### src/rtl/arith_seq_divider.sv
// Multi-cycle restoring divider: unsigned A / B over WIDTH enabled cycles,
// start/busy/done handshake with an active-low enable that freezes the block.
module arith_seq_divider #(
   parameter int unsigned WIDTH = 8
) (
   input  logic               clk,
   input  logic               rst_n,
   input  logic               enable_low,
   input  logic               start,
   input  logic [WIDTH-1:0]   A,
   input  logic [WIDTH-1:0]   B,
   output logic               busy,
   output logic               done,
   output logic [WIDTH-1:0]   quotient,
   output logic [WIDTH-1:0]   remainder,
   output logic [2*WIDTH-1:0] y,
   output logic               div_by_zero
);

   localparam int unsigned CW = (WIDTH > 1) ? $clog2(WIDTH) : 1;

   typedef enum logic [1:0] {
      S_IDLE = 2'd0,
      S_RUN  = 2'd1,
      S_DONE = 2'd2
   } state_t;

   state_t           state_q, state_d;
   logic [WIDTH-1:0] a_q, a_d;
   logic [WIDTH-1:0] b_q, b_d;
   logic [WIDTH-1:0] r_q, r_d;
   logic [CW-1:0]    cnt_q, cnt_d;
   logic [WIDTH-1:0] quotient_q, quotient_d;
   logic [WIDTH-1:0] remainder_q, remainder_d;
   logic             dbz_q, dbz_d;

   logic [WIDTH:0]   r_shift;
   logic [WIDTH-1:0] r_sub;
   logic [WIDTH-1:0] a_shift;
   logic             ge;

   // The shifted remainder needs WIDTH+1 bits, but after each restoring step it
   // is below B, so only WIDTH bits are stored and the subtraction wraps safely.
   always_comb begin
      r_shift = {r_q, a_q[WIDTH-1]};
      a_shift = a_q << 1;
      ge      = (r_shift >= {1'b0, b_q});
      r_sub   = r_shift[WIDTH-1:0] - b_q;
   end

   always_comb begin
      state_d     = state_q;
      a_d         = a_q;
      b_d         = b_q;
      r_d         = r_q;
      cnt_d       = cnt_q;
      quotient_d  = quotient_q;
      remainder_d = remainder_q;
      dbz_d       = dbz_q;

      if (!enable_low) begin
         unique case (state_q)
            S_IDLE: begin
               if (start) begin
                  a_d   = A;
                  b_d   = B;
                  r_d   = '0;
                  cnt_d = '0;
                  dbz_d = 1'b0;
                  if (B == '0) begin
                     quotient_d  = '1;
                     remainder_d = A;
                     dbz_d       = 1'b1;
                     state_d     = S_DONE;
                  end else begin
                     state_d = S_RUN;
                  end
               end
            end
            S_RUN: begin
               if (ge) begin
                  r_d = r_sub;
                  a_d = a_shift | WIDTH'(1);
               end else begin
                  r_d = r_shift[WIDTH-1:0];
                  a_d = a_shift;
               end
               cnt_d = cnt_q + CW'(1);
               if (cnt_q == CW'(WIDTH - 1)) begin
                  quotient_d  = a_d;
                  remainder_d = r_d;
                  state_d     = S_DONE;
               end
            end
            S_DONE: state_d = S_IDLE;
            default: state_d = S_IDLE;
         endcase
      end
   end

   always_ff @(posedge clk or negedge rst_n) begin
      if (!rst_n) begin
         state_q     <= S_IDLE;
         a_q         <= '0;
         b_q         <= '0;
         r_q         <= '0;
         cnt_q       <= '0;
         quotient_q  <= '0;
         remainder_q <= '0;
         dbz_q       <= 1'b0;
      end else begin
         state_q     <= state_d;
         a_q         <= a_d;
         b_q         <= b_d;
         r_q         <= r_d;
         cnt_q       <= cnt_d;
         quotient_q  <= quotient_d;
         remainder_q <= remainder_d;
         dbz_q       <= dbz_d;
      end
   end

   always_comb begin
      busy        = (state_q != S_IDLE);
      done        = (state_q == S_DONE);
      quotient    = quotient_q;
      remainder   = remainder_q;
      y           = {remainder_q, quotient_q};
      div_by_zero = dbz_q;
   end

endmodule
### config.mk
export PLATFORM = sky130hd
export DESIGN_NAME = arith_seq_divider
export DESIGN_NICKNAME = d
export VERILOG_FILES = /design/src/rtl/arith_seq_divider.sv
export SDC_FILE = /design/constraint.sdc
export NUM_CORES = 1
export LEC_CHECK = 0
export CORE_MARGIN = 8
export CORE_UTILIZATION = 40
export DETAILED_ROUTE_END_ITERATION = 12
export HOLD_SLACK_MARGIN = 0.02
export PLACE_DENSITY = 0.68
export SLEW_MARGIN = 20
export SYNTH_ARGS = -nofsm -noshare
export SYNTH_HDL_FRONTEND = slang
export SYNTH_SLANG_ARGS = --single-unit
export TNS_END_PERCENT = 30
### constraint.sdc
create_clock -name clk -period 2.85 [get_ports clk]
set_clock_uncertainty 0.2 [all_clocks]
set_input_delay 0.4275 -clock clk [delete_from_list [all_inputs] [get_ports clk]]
set_output_delay 0.4275 -clock clk [all_outputs]
set_load 0.05 [all_outputs]
==> results <==
- The total power consumption of the routed design is 4.37 mW.
- In the final layout, the share of cells above drive strength 1 is 9.54%.
- The number of global-route vias before repair is 2150.
- Across every metal layer, demand over resource in global routing totals 13.5%.
- The initial antenna violation count is 0.
- The kind of launch point of the worst setup path is a register.
- Of the available clock period, the critical path in the final layout requires 91.0%.
- The gate count after technology mapping is 284.
- The number of rows created at floorplan is 29.
- The clock buffer count from CTS is 5.
- The detail route stage leaves a number of antenna-violating nets equal to 0.
- The run finished with clean final reports.
- The hold buffer count at CTS is 0.
- The type of destination of the critical path is a register.
- Clock tree synthesis found a total of 46 sinks.
- The final RePlAce weighted congestion is 0.825.
- The worst supply voltage drop on vdd is 0.598 mV.
- The maximum buffer depth of the clock tree is 2.
- The startpoint of the lowest-slack hold path is a_q[7]$_DFFE_PN0P_.
- For this run, the number of Yosys warnings is 0.
- The total negative setup slack is 0 ps.
- The sequential area share after synthesis is 43.8%.
- The final hold violation count was 0.
- Summed over all layers, the global routing overflow is 0.
- The worst register-to-register path ends at a_q[0]$_DFFE_PN0P_.
- The number of antenna diodes in the final layout is 0.
- The worst pin sits at a relative slew slack of 61.1%.
- Across the run, the number of max-cap violations was 0.
- The maximum fanout count along the critical path is 12.
- The floorplan step set the die height to 97.1 um.
- For the worst setup path, the data required time is 2840 ps.
- The analysis attributes to cell leakage a power of 1.40 nW.
- The detailed placer's ending HPWL is 4.71 mm.
- The first detailed-routing pass took 4 iterations.
- The classification of the worst-slack hold path is register to register.
- For this run, the share of the core covered by cells in the final layout is 51.2%.
- The transition time of the tightest slew-check pin is 583 ps.
- The first global-routing pass estimated 10.6 mm of wire.
- Averaged over all synthesized cells, the footprint is 9.26 um2.
- In this run, post-CTS repair resized a total of 0 instances.
- TritonCTS built the clock tree.
- The number of distinct library cells after synthesis is 44.
- Of all cell types, the one taking the most synthesized area is dfrtp_1.
- The average routed wire per standard cell is 15.5 um.
- The type of the setup path with the least slack is register to register.
- Along the worst hold path, the cell count comes to 2.
- Across all layers, the routed design uses 2125 vias.
- Setup repair after global routing left no endpoint under its margin.
- Data arrives at the worst endpoint at 2590 ps.
- The synthesized flop and latch total is 46.
- After filler insertion, the fill cell instance count of the layout stands at 568.
- The number of input and output port buffers inserted is 54.
- The start of the worst register-to-register path is r_q[5]$_DFFE_PN0P_.
- The cell area that synthesis handed to floorplanning was 0.00263 mm2.
- The final layout contains 355 nets.
- After the first detailed-routing iteration, the DRC count stood at 114.
- The clock latency at the later pin of the worst-skew pair is 300 ps.
- The detail-routed via count per cell is 5.29.
- For this configuration, the core starts out at a cell density of 41.4%.
- Entering global routing, the biggest net connects 47 pins.
- The worst path needs 2590 ps of the cycle, external delays included.
- The number of cells on the worst reg-to-reg path is 8.
- By area the synthesized netlist is led by dfrtp_1, nand2_1, buf_4.
- Hold is met by 309 ps.
- The core box area is 0.00635 mm2.
- The power per cell area is 1340 mW/mm2.
- The clock tree root buffer cell is clkbuf_8.
- Clock-pin slew was measured on the worst setup and hold paths at 90 ps.
- For hold timing, the worst endpoint is a_q[7]$_DFFE_PN0P_.
- The post-synthesis net count is 315.
- The H-tree generated during clock tree synthesis spans 2 levels.
- The number of setup buffers added after CTS is 0.
- Of the post-synthesis cell area, the dominant cell type holds 43.8%.
- The routed wire length is 6.23 mm.
- The die covers 0.00942 mm2.
- From synthesis to final layout, the design area changed by 23.6%.
- The number of slew-limit violations in the final report came to 0.
- The setup-violating endpoint count in the final report is 0.
- The minimum setup slack among reg-to-reg paths is 260 ps.
- 55 I/O pins were placed.
- The die is 97.1 um wide.
- The upper clock frequency limit is 386 MHz.
- The DRC violation count after routing is 0.
[cells in the mapped netlist]
library cell / number
o22ai_1: 5
clkbuf_1: 9
xnor2_1: 2
inv_1: 10
o21a_1: 1
or4_4: 1
o31ai_2: 5
a21oi_1: 16
mux2_1: 2
a31oi_1: 2
mux2i_1: 12
nor4_1: 4
o21ai_0: 5
o32a_1: 1
nand4b_1: 2
xor2_1: 3
nor2b_1: 3
a21o_1: 3
and3_1: 1
a21boi_0: 1
o31ai_1: 2
or2_2: 1
o21bai_1: 1
nor2_4: 1
nor2_1: 29
or3_1: 4
o21ai_1: 20
buf_4: 18
nand3_1: 6
nand4_1: 2
fa_1: 1
o22a_1: 1
ha_1: 10
a22o_1: 3
nand2b_1: 1
buf_6: 1
a211oi_1: 1
inv_2: 1
a21oi_2: 1
buf_2: 2
dfrtp_1: 46
o2111ai_1: 3
mux2_2: 3
nand2_1: 38
[metrics by stage]
stage               setup slack [ps]  std cells  cell area [um2]
CTS                              260        401             3240
detailed placement               197        393             3150
finish                           258        402             3250
global placement                 231        393             3150
global route                    85.2        402             3250
floorplan                        467        284             2630
[critical path: stages, from the launching register on]
cell     delay [ps]
dfrtp_1         400
ha_1            360
a21oi_2         180
nor2b_1          80
or4_4           500
nor2_4          190
buf_4           230
o21ai_1          80
mux2_2          260
[layout make-up]
type	instances	area (um2)	share of cell area [%]
clock buffer	6	72.6	2.23
clock inverter	2	13.8	0.424
inverter	11	41.3	1.27
multi-input combinational	197	1250	38.6
sequential	46	1150	35.4
tap	77	96.3	2.96
timing repair buffer	63	621	19.1
[cell usage in the layout (no fill, tap or decap), drive strengths merged, types with 9 or more instances in the layout]
master and n:
nor2 30, nand2 38, clkdlybuf4s50 53, buf 9, inv 11, a21oi 17
dfrtp 46, ha 10, mux2i 12, o21ai 25
[cells by family after synthesis]
kind of cell	synth area share [%]
simple gates	16.0
flops	43.8
compound gates	17.5
xor+xnor	1.67
mux	6.71
buf+inv	8.81
fa+ha+maj	5.52
[power breakdown]
| part | internal (mW) | switching [mW] | total [mW] |
|---|---|---|---|
| logic | 1.06 | 1.76 | 2.82 |
| registers | 0.923 | 0.223 | 1.15 |
| clock network | 0.173 | 0.228 | 0.402 |
| total | 2.15 | 2.21 | 4.37 |
[routing by layer]
layer | global-route usage, % | vias to the layer above | part of all wire [%]
li1 | - | 1057 | -
met1 | 16.3 | 1023 | 46
met2 | 22.9 | 40 | 50
met3 | 3.06 | 5 | 3.8
met4 | 4.50 | 0 | 1.2
met5 | 0 | - | 0
[registers in the layout, summed over array words and instances, names as in the netlist]
| signal | count |
|---|---|
| cnt_q | 3 |
| a_q | 8 |
| remainder | 8 |
| b_q | 8 |
| div_by_zero | 1 |
| r_q | 8 |
| quotient | 8 |
| state_q | 2 |
[worst max-delay path by stage]
stage                                  start                  endpoint  slack, ps  cells after the start
after floorplan           r_q[5]$_DFFE_PN0P_        r_q[0]$_DFFE_PN0P_        470                      7
final                     r_q[5]$_DFFE_PN0P_        a_q[0]$_DFFE_PN0P_        260                      8
after global routing      a_q[7]$_DFFE_PN0P_        r_q[6]$_DFFE_PN0P_         90                     10
after global placement                  B[5]  remainder[2]$_DFFE_PN0P_        230                      7
after detailed placement                B[5]  remainder[2]$_DFFE_PN0P_        200                      7
after CTS                 r_q[5]$_DFFE_PN0P_        a_q[0]$_DFFE_PN0P_        260                      8
No activity file was read; power rests on OpenSTA's default activity.
